`config.mk`:
```
export PLATFORM = sky130hd
export DESIGN_NAME = irq_arbiter
export DESIGN_NICKNAME = d
export VERILOG_FILES = /design/src/rtl/irq_arb_pkg.sv /design/src/rtl/rr_pick.sv /design/src/rtl/irq_arbiter.sv
export SDC_FILE = /design/constraint.sdc
export NUM_CORES = 1
export LEC_CHECK = 0
export BUFFER_PORTS_ARGS = -buffer_cell sky130_fd_sc_hd__buf_2
export CAP_MARGIN = 5
export CORE_AREA = 2 2 96 136
export CTS_CLUSTER_SIZE = 14
export DETAILED_ROUTE_END_ITERATION = 6
export DIE_AREA = 0 0 98 138
export PLACE_DENSITY = 0.7
export SLEW_MARGIN = 20
export SYNTH_ARGS = -nofsm -noshare
export SYNTH_HDL_FRONTEND = slang
export SYNTH_SLANG_ARGS = --single-unit
```
`constraint.sdc`:
```
create_clock -name clk_100 -period 6 [get_ports clk_100]
set_input_delay 1.2 -clock clk_100 [delete_from_list [all_inputs] [get_ports clk_100]]
set_output_delay 1.2 -clock clk_100 [all_outputs]
set_load 0.02 [all_outputs]
```
`src/rtl/irq_arb_pkg.sv`:
```
// Shared types and constants for the round-robin interrupt arbiter.
package irq_arb_pkg;

  typedef enum logic {
    ST_IDLE     = 1'b0,
    ST_WAIT_ACK = 1'b1
  } state_t;

  localparam logic [31:0] DEF_ACK_TIMEOUT = 32'd100000;

  function automatic int clog2(input int value);
    int r;
    r = 0;
    while ((1 << r) < value) r++;
    return r;
  endfunction

endpackage

```
`src/rtl/rr_pick.sv`:
```
// Round-robin picker: first set request strictly after 'last', wrapping.
module rr_pick #(
  parameter int NUM_SRC = 15,
  parameter int ID_W    = 4
) (
  input  logic [NUM_SRC-1:0] req,
  input  logic [ID_W-1:0]    last,
  output logic               gnt_vld,
  output logic [ID_W-1:0]    gnt_id
);

  logic [ID_W-1:0]      start;
  logic [2*NUM_SRC-1:0] dbl;
  logic [NUM_SRC-1:0]   rot;
  logic [ID_W-1:0]      idx;
  logic [ID_W:0]        sum;

  always_comb begin
    start = (last >= ID_W'(NUM_SRC - 1)) ? '0 : last + ID_W'(1);
    dbl   = {req, req};
    // Rotate so bit 0 corresponds to the first candidate after 'last'.
    rot   = NUM_SRC'(dbl >> start);
    idx   = '0;
    for (int i = NUM_SRC - 1; i >= 0; i--) begin
      if (rot[i]) idx = ID_W'(i);
    end
    sum = {1'b0, idx} + {1'b0, start};
    if (sum >= (ID_W + 1)'(NUM_SRC)) sum = sum - (ID_W + 1)'(NUM_SRC);
    gnt_vld = |req;
    gnt_id  = ID_W'(sum);
  end

endmodule

```
`src/rtl/irq_arbiter.sv`:
```
// Merges NUM_SRC edge-triggered interrupt sources onto one level interrupt,
// granting round-robin with software ack or timeout release.
module irq_arbiter
  import irq_arb_pkg::*;
#(
  parameter int          NUM_SRC     = 15,
  parameter int          ID_W        = 4,
  parameter logic [31:0] ACK_TIMEOUT = DEF_ACK_TIMEOUT
) (
  input  logic               clk_100,
  input  logic               rst_100,
  input  logic [NUM_SRC-1:0] irq_src,
  input  logic [NUM_SRC-1:0] irq_mask,
  input  logic               irq_ack,
  input  logic               overrun_clr,
  output logic               irq_out,
  output logic [ID_W-1:0]    irq_id,
  output logic [NUM_SRC-1:0] pending,
  output logic [NUM_SRC-1:0] overrun,
  output logic               timeout_err
);

  if (ID_W < clog2(NUM_SRC)) begin : g_id_w_check
    $error("irq_arbiter: ID_W too narrow for NUM_SRC");
  end

  state_t             state, state_nx;
  logic [NUM_SRC-1:0] src_d, rise, clr_vec, ovr_set;
  logic [ID_W-1:0]    last_grant, gnt_id;
  logic [31:0]        cnt;
  logic               gnt_vld, grant_ld, done, to_hit, to_err;

  rr_pick #(
    .NUM_SRC(NUM_SRC),
    .ID_W   (ID_W)
  ) u_pick (
    .req    (pending & irq_mask),
    .last   (last_grant),
    .gnt_vld(gnt_vld),
    .gnt_id (gnt_id)
  );

  assign rise   = irq_src & ~src_d;
  assign to_hit = (cnt == ACK_TIMEOUT - 32'd1);

  always_comb begin
    state_nx = state;
    grant_ld = 1'b0;
    done     = 1'b0;
    to_err   = 1'b0;
    case (state)
      ST_IDLE: begin
        if (gnt_vld) begin
          grant_ld = 1'b1;
          state_nx = ST_WAIT_ACK;
        end
      end
      ST_WAIT_ACK: begin
        // An ack coinciding with the timeout counts as a clean ack.
        if (irq_ack) begin
          done     = 1'b1;
          state_nx = ST_IDLE;
        end else if (to_hit) begin
          done     = 1'b1;
          to_err   = 1'b1;
          state_nx = ST_IDLE;
        end
      end
      default: state_nx = ST_IDLE;
    endcase
  end

  always_comb begin
    clr_vec = '0;
    for (int i = 0; i < NUM_SRC; i++) begin
      clr_vec[i] = done && (irq_id == ID_W'(i));
    end
    ovr_set = rise & pending & ~clr_vec;
  end

  always_ff @(posedge clk_100 or posedge rst_100) begin
    if (rst_100) begin
      state       <= ST_IDLE;
      src_d       <= '0;
      last_grant  <= ID_W'(NUM_SRC - 1);
      irq_out     <= 1'b0;
      irq_id      <= '0;
      pending     <= '0;
      overrun     <= '0;
      timeout_err <= 1'b0;
      cnt         <= '0;
    end else begin
      state   <= state_nx;
      src_d   <= irq_src;
      pending <= (pending & ~clr_vec) | rise;
      overrun <= overrun_clr ? ovr_set : (overrun | ovr_set);
      if (to_err)           timeout_err <= 1'b1;
      else if (overrun_clr) timeout_err <= 1'b0;
      if (grant_ld) begin
        irq_id     <= gnt_id;
        last_grant <= gnt_id;
        irq_out    <= 1'b1;
      end
      if (done) irq_out <= 1'b0;
      if (state == ST_WAIT_ACK && !done) cnt <= cnt + 32'd1;
      else                               cnt <= '0;
    end
  end

endmodule

```
==> impl_metrics.json, run 1 <==
{
  "tightest_slew_ps": 825,
  "dr.pass1.iters": 6,
  "async_flop_share_pct": 100,
  "path_class": "flop to flop",
  "rrSetupSlack_ps": 730,
  "report.final.hold_viol_count": 0,
  "finalNetCount": 657,
  "status": "finished clean",
  "dr_wl_met3_um": 501,
  "ys_types": 60,
  "seqPwrFrac_pct": 20.4,
  "powerDensity_mw_per_mm2": 664,
  "r2r-start": "irq_id[0]$_DFFE_PP0P_",
  "worstPathRequired_ps": 6210,
  "slew_headroom_pct": 44.5,
  "hold_path.class": "flop to flop",
  "period_needed_ps": 5270,
  "layout-drive-gt1-share_pct": 18.3,
  "switching_share_pct": 48.3,
  "drt-initial-drc-count": 244,
  "synth.avg_cell_area_um2": 9.02,
  "synth_edf_count": 0,
  "gr-usage-all-layers_pct": 19.5,
  "grt_pass1_vias": 4381,
  "multi_input_area_mm2": 0.00254,
  "via_per_inst": 5.61,
  "area_growth_pct": 15.2,
  "reg2regPathDepth": 20,
  "p_int_w": 0.00196,
  "ys.flop_type": "dfrtp_1",
  "placed_cells": 756,
  "numCtsBuffers": 9,
  "ioPinCount": 70,
  "syn_inst": 549,
  "rsz0062_at_grt": "false",
  "cts_sinks": 87,
  "root_buffer": "clkbuf_16",
  "crit_chain": "inv_2 -> ha_2 -> a21oi_1 -> a22o_1 -> a222oi_1 -> mux2i_1 -> mux2i_1 -> nor2b_1 -> o21ai_1 -> a211oi_1 -> o31a_1 -> ha_1 -> fa_1 -> ha_1 -> a21oi_1 -> nor2_1 -> a21oi_1 -> nor2b_1 -> a211oi_1 -> a21oi_1",
  "reg2reg_to": "irq_id[1]$_DFFE_PP0P_",
  "clk_path_buf_depth": 2,
  "top_layer": "met4",
  "syn-num-nets": 592,
  "io_buffers": 69,
  "min_path_cells": 2,
  "clkTransAtPathRegs_ps": 60,
  "slew_violations": 0,
  "wl_per_cell_um": 17.1,
  "cpMaxStageDelayCell": "ha_2",
  "end_kind": "flop",
  "ant_nets": 0,
  "antenna_cells": 0,
  "combPwrFrac_pct": 65.1,
  "placeableCoreArea_mm2": 0.0124,
  "fp.dieW_um": 98,
  "worst-path-max-fanout": 40,
  "grt-ovfl-total": 0,
  "clock_latency_ps": 340,
  "rows": 49,
  "post_cts_buffers": 0,
  "setup_viol": 0,
  "fin_skew_ps": 9.14,
  "cts_tree": "built",
  "num-fill-cells": 1208,
  "die_area_mm2": 0.0135,
  "timing.final.crit_share_pct": 87.9,
  "h-tree-depth": 3,
  "vias": 4334,
  "finalWeightedCongestion": 0.897,
  "yosysWarnings": 0,
  "finalCoreUtilization_pct": 45.9,
  "cts_resized": 0,
  "p_leak_nw": 2.54,
  "p_clk_share_pct": 14.5,
  "wirelength_mm": 13.2,
  "drt-met1-wl_mm": 5.41,
  "ys_seq_area_share_pct": 44.0,
  "grt_max_degree": 88,
  "drcViolationCount": 0,
  "slowest_delay_ps": 660,
  "arrival_ps": 5480,
  "ir_drop_uv": 287,
  "holdPathEnd": "irq_out$_DFFE_PP0P_",
  "cts_hold_buf": 0,
  "netlist_area_mm2": 0.00495,
  "grt_pass1_wl_mm": 21.5,
  "dp_hpwl_mm": 10.0,
  "crit_top_cell": "a21oi_1",
  "cp-start-kind": "flop",
  "finalPower_w": 0.00379,
  "seqCellArea_mm2": 0.00218,
  "holdCritStartpoint": "irq_out$_DFFE_PP0P_",
  "fmax_mhz": 190,
  "initial_core_util_pct": 39.8,
  "dr_wl_met2_mm": 6.69,
  "maxCapViolations": 0,
  "switchingPower_w": 0.00183,
  "antenna_found_initial": 0,
  "die_y_um": 138,
  "final_cell_count_no_fill": 772,
  "tns_ps": 0,
  "ys_seq_elements": 87
}
==> critical path, delay by kind of cell (launching register included) <==
family	cells	cell delay [ps]
DFF	1	390
and+or+nand+nor	3	230
AOI/OAI and AO/OA	10	2140
buffers and inverters	1	250
muxes	2	500
adders and majority gates	4	1640
==> power by group through the flow <==
stage	combinational, W	clock, W	sequential, W
after global routing	0.00275	0.000583	0.000782
after CTS	0.00244	0.000556	0.000771
after global placement	0.00237	0	0.000779
final	0.00247	0.000548	0.000774
after floorplan	0.00187	0	0.000825
after detailed placement	0.00242	0	0.000781
==> cells in the final DEF (no fill, tap or decap), types with 6 or more instances in the layout <==
| cell type | instances |
|---|---|
| clkbuf_16 | 9 |
| nor2_1 | 51 |
| a21oi_1 | 40 |
| o21ai_0 | 26 |
| and3_1 | 6 |
| o22ai_1 | 15 |
| nand4_1 | 7 |
| dfrtp_1 | 84 |
| o221ai_1 | 6 |
| xor2_1 | 23 |
| inv_1 | 26 |
| nand2_1 | 76 |
| nand3_1 | 22 |
| nor3_1 | 8 |
| buf_2 | 69 |
| nor4_1 | 7 |
| a21o_1 | 8 |
| ha_1 | 7 |
| a22oi_1 | 8 |
| mux2i_1 | 15 |
| xnor2_1 | 8 |
| nand2b_1 | 16 |
==> state kept, by name (all words and copies together), names as in the netlist <==
signal,count
state,1
src_d,15
irq_out,1
last_grant,3
timeout_err,1
irq_id,4
pending,15
cnt,32
overrun,15
==> cell usage after synthesis, drive strengths merged, types with 2 or more instances <==
library cell  number  area (um2)
a21boi             2        15.0
o22ai             15        93.8
inv               31         119
a211oi             4        30.0
o21ai             30         154
nand2             77         297
xor2              23         201
dfrtp             84        2100
nor4               7        43.8
a21o               8        60.1
nor2b              5        31.3
ha                 8         100
a32oi              2        17.5
or3                2        12.5
nor2              51         191
nand3             22         110
a21oi             41         209
o221ai             8        82.6
a22oi              8        60.1
buf               12        87.6
clkbuf             7        26.3
dfstp              3        78.8
and3               6        37.5
mux2               6        67.6
mux2i             15         150
nor3               9        50.1
a22o               3        26.3
and4               2        17.5
o21a               4        30.0
a222oi             4        40.0
nand2b            16         100
nand4              7        43.8
and2               3        18.8
o211ai             3        36.3
xnor2              8        70.1
o221a              3        33.8
==> metrics by stage <==
stage | area, um2 | setup slack [ps] | hold slack, ps
after floorplan | 4950 | 1350 | 455
after global placement | 5410 | 765 | 466
after detailed placement | 5410 | 563 | 474
after CTS | 5700 | 529 | 489
after global routing | 5710 | 423 | 547
final | 5710 | 728 | 483
==> logic make-up (layout without fill, tap and decap cells) <==
family	after synthesis	count (layout)	synth area share, %
buf+inv	50	120	4.70
simple gates	210	210	19.7
flops	87	87	44.0
mux	22	22	4.85
xor+xnor	31	31	5.48
compound gates	140	140	18.8
fa+ha+maj	9	9	2.42
==> layout make-up <==
class | instances | area share (%)
clock buffers | 13 | 4.38
repair buffers | 73 | 6.64
inverters | 31 | 2.10
well taps | 153 | 3.35
clock inverters | 3 | 0.767
multi-input cells | 412 | 44.5
flip-flops and latches | 87 | 38.2
==> metal layers <==
| metal | vias up | track usage (%) |
|---|---|---|
| met2 | 128 | 32.9 |
| met4 | 0 | 10.6 |
| met1 | 2095 | 23.8 |
| li1 | 2076 | - |
| met3 | 35 | 3.08 |
| met5 | - | 0 |
==> worst max-delay path by stage <==
| stage | from | to | slack [ps] | depth (start not counted) |
|---|---|---|---|---|
| finish | irq_id[0]$_DFFE_PP0P_ | irq_id[1]$_DFFE_PP0P_ | 730 | 20 |
| global route | irq_id[0]$_DFFE_PP0P_ | irq_id[1]$_DFFE_PP0P_ | 420 | 20 |
| CTS | irq_id[0]$_DFFE_PP0P_ | irq_id[1]$_DFFE_PP0P_ | 530 | 20 |
| detailed placement | irq_id[0]$_DFFE_PP0P_ | irq_id[1]$_DFFE_PP0P_ | 560 | 20 |
| global placement | irq_id[0]$_DFFE_PP0P_ | irq_id[1]$_DFFE_PP0P_ | 760 | 20 |
| floorplan | irq_id[0]$_DFFE_PP0P_ | irq_id[1]$_DFFE_PP0P_ | 1350 | 22 |
Power figures use the tool's default switching activity.
==> run 2: changes to the inputs <==
--- a/config.mk
+++ b/config.mk
@@ -7,11 +7,14 @@
 export LEC_CHECK = 0
 export BUFFER_PORTS_ARGS = -buffer_cell sky130_fd_sc_hd__buf_2
 export CAP_MARGIN = 5
+export CELL_PAD_IN_SITES_DETAIL_PLACEMENT = 0
+export CELL_PAD_IN_SITES_GLOBAL_PLACEMENT = 1
 export CORE_AREA = 2 2 96 136
+export CTS_BUF_LIST = sky130_fd_sc_hd__clkbuf_8
 export CTS_CLUSTER_SIZE = 14
 export DETAILED_ROUTE_END_ITERATION = 6
 export DIE_AREA = 0 0 98 138
-export PLACE_DENSITY = 0.7
+export PLACE_DENSITY = 0.85
 export SLEW_MARGIN = 20
 export SYNTH_ARGS = -nofsm -noshare
 export SYNTH_HDL_FRONTEND = slang
==> run 2 against run 1 <==
Effect of this change: count of clock-buffer cells in the layout shrank 1; critical path depth is 2 lower; design area down 1.5%; global-route usage increased by 0.33 points; sequential share of layout area grew 0.58 points.
==> impl_metrics.json, run 2 (same netlist as run 1, synthesis figures left out) <==
{
  "root_buffer": "clkbuf_8",
  "status": "finished clean",
  "grt_pass1_vias": 4369,
  "final_common_cell": "dfrtp_1",
  "worstPathRequired_ps": 6220,
  "tightest_slew_ps": 834,
  "report.final.hold_viol_count": 0,
  "die_y_um": 138,
  "combPwrFrac_pct": 67.8,
  "via_per_inst": 5.56,
  "finalNetCount": 657,
  "setup_viol": 0,
  "cpLargestDelayFamily": "compound AO/OA/AOI/OAI gates",
  "worst-path-max-fanout": 43,
  "path_class": "flop to flop",
  "area_growth_pct": 13.5,
  "largest_register_ffs": 32,
  "crit_buf_inv": 1,
  "finalWorstSetupSlack_ps": 732,
  "layout_common_cells": "84 x dfrtp_1, 76 x nand2_1, 69 x buf_2",
  "arrival_ps": 5490,
  "fin_skew_ps": 9.05,
  "drcViolationCount": 0,
  "ioPinCount": 70,
  "switching_share_pct": 49.8,
  "switchingPower_w": 0.00183,
  "dp_hpwl_mm": 10.1,
  "cpMaxStageDelayCell": "ha_2",
  "ir_drop_uv": 272,
  "reg2reg_to": "irq_id[1]$_DFFE_PP0P_",
  "die_area_mm2": 0.0135,
  "dp_slack_ps": 505,
  "end_kind": "flop",
  "grt_pass1_wl_mm": 21.8,
  "num-fill-cells": 1213,
  "fp.dieW_um": 98,
  "gr-usage-all-layers_pct": 19.9,
  "h-tree-depth": 3,
  "clock_latency_ps": 350,
  "antenna_found_initial": 0,
  "max_flop_register": "cnt",
  "p_leak_nw": 2.51,
  "cts_tree": "built",
  "ant_nets": 0,
  "period_needed_ps": 5270,
  "r2r-start": "irq_id[0]$_DFFE_PP0P_",
  "crit_chain": "inv_2 -> ha_2 -> mux2_2 -> a222oi_1 -> mux4_2 -> a21oi_1 -> o21ai_1 -> a211oi_1 -> o31a_1 -> ha_1 -> fa_1 -> ha_1 -> a21oi_1 -> nor2_1 -> a21oi_1 -> nor2b_1 -> a211oi_1 -> a21oi_1",
  "slowest_delay_ps": 690,
  "vias": 4296,
  "crit_top_cell": "a21oi_1",
  "cp-start-kind": "flop",
  "grt-ovfl-total": 0,
  "powerDensity_mw_per_mm2": 654,
  "rsz0062_at_grt": "false",
  "multi_input_area_mm2": 0.00254,
  "initial_core_util_pct": 39.8,
  "timing.final.crit_share_pct": 87.8,
  "fmax_mhz": 190,
  "wirelength_mm": 13.2,
  "timing.hold.ws_ps": 491,
  "cts_hold_buf": 0,
  "rrSetupSlack_ps": 730,
  "seqCellArea_mm2": 0.00218,
  "maxCapViolations": 0,
  "fin_area_mm2": 0.00562,
  "cts_resized": 0,
  "tns_ps": 0,
  "grt_max_degree": 88,
  "drt-initial-drc-count": 257,
  "placeableCoreArea_mm2": 0.0124,
  "hold_path.class": "flop to flop",
  "crit_end": "irq_id[1]$_DFFE_PP0P_",
  "slew_violations": 0,
  "wl_per_cell_um": 17.2,
  "layout-drive-gt1-share_pct": 18.6,
  "p_int_w": 0.00185,
  "cts_sinks": 87,
  "placed_area_mm2": 0.00541,
  "numCtsBuffers": 9,
  "io_buffers": 69,
  "p_clk_share_pct": 11.3,
  "clkTransAtPathRegs_ps": 80,
  "rows": 49,
  "reg2regPathDepth": 18,
  "post_cts_buffers": 0,
  "worstSetupPathDepth": 18,
  "clk_path_buf_depth": 2,
  "antenna_cells": 0,
  "seqPwrFrac_pct": 20.9,
  "dr.pass1.iters": 5,
  "finalPower_w": 0.00368,
  "critPathLaunch": "irq_id[0]$_DFFE_PP0P_",
  "finalWeightedCongestion": 0.938,
  "slew_headroom_pct": 43.9
}
==> run 2: changes by cell type in the layout (fill, tap and decap cells not counted), sizes merged <==
cell	previous run	this run
clkbuf	13	12
inv	30	31
==> run 2: worst min-delay path by stage <==
stage                           startpoint               end  slack [ps]  depth (start not counted)
after floorplan           cnt[0]$_DFF_PP0_  cnt[0]$_DFF_PP0_         460                          1
after global placement    cnt[0]$_DFF_PP0_  cnt[0]$_DFF_PP0_         480                          1
after detailed placement  cnt[0]$_DFF_PP0_  cnt[0]$_DFF_PP0_         490                          1
after CTS                 cnt[0]$_DFF_PP0_  cnt[0]$_DFF_PP0_         500                          1
after global routing      cnt[0]$_DFF_PP0_  cnt[0]$_DFF_PP0_         530                          1
final                     cnt[0]$_DFF_PP0_  cnt[0]$_DFF_PP0_         490                          1
==> run 2: power by group through the flow <==
stage               registers [W]  clock network [W]  logic, W
floorplan                0.000825                  0   0.00187
global placement         0.000779                  0   0.00241
detailed placement       0.000780                  0   0.00245
CTS                      0.000769           0.000429   0.00246
global route             0.000781           0.000449   0.00275
finish                   0.000769           0.000415   0.00249
==> run 2: cell type report <==
type,instances,share of cell area (%)
flip-flops and latches,87,38.8
clock inverters,4,0.779
well taps,153,3.40
repair buffers,73,6.74
inverters,31,2.14
clock buffers,12,2.94
multi-input cells,412,45.2
==> run 2: metal layers <==
metal | vias to the layer above | share of wire, % | global-route usage [%]
met1 | 2103 | 41 | 24.6
met3 | 25 | 3.1 | 2.88
met5 | - | 0 | 0
met2 | 96 | 52 | 34.6
met4 | 0 | 3.3 | 7.97
li1 | 2072 | - | -
==> run 2: through the flow <==
step                std cells  util [%]
global route              772      45.2
global placement          756      43.5
detailed placement        756      43.5
CTS                       772      45.1
floorplan                 549         -
finish                    772      45.2
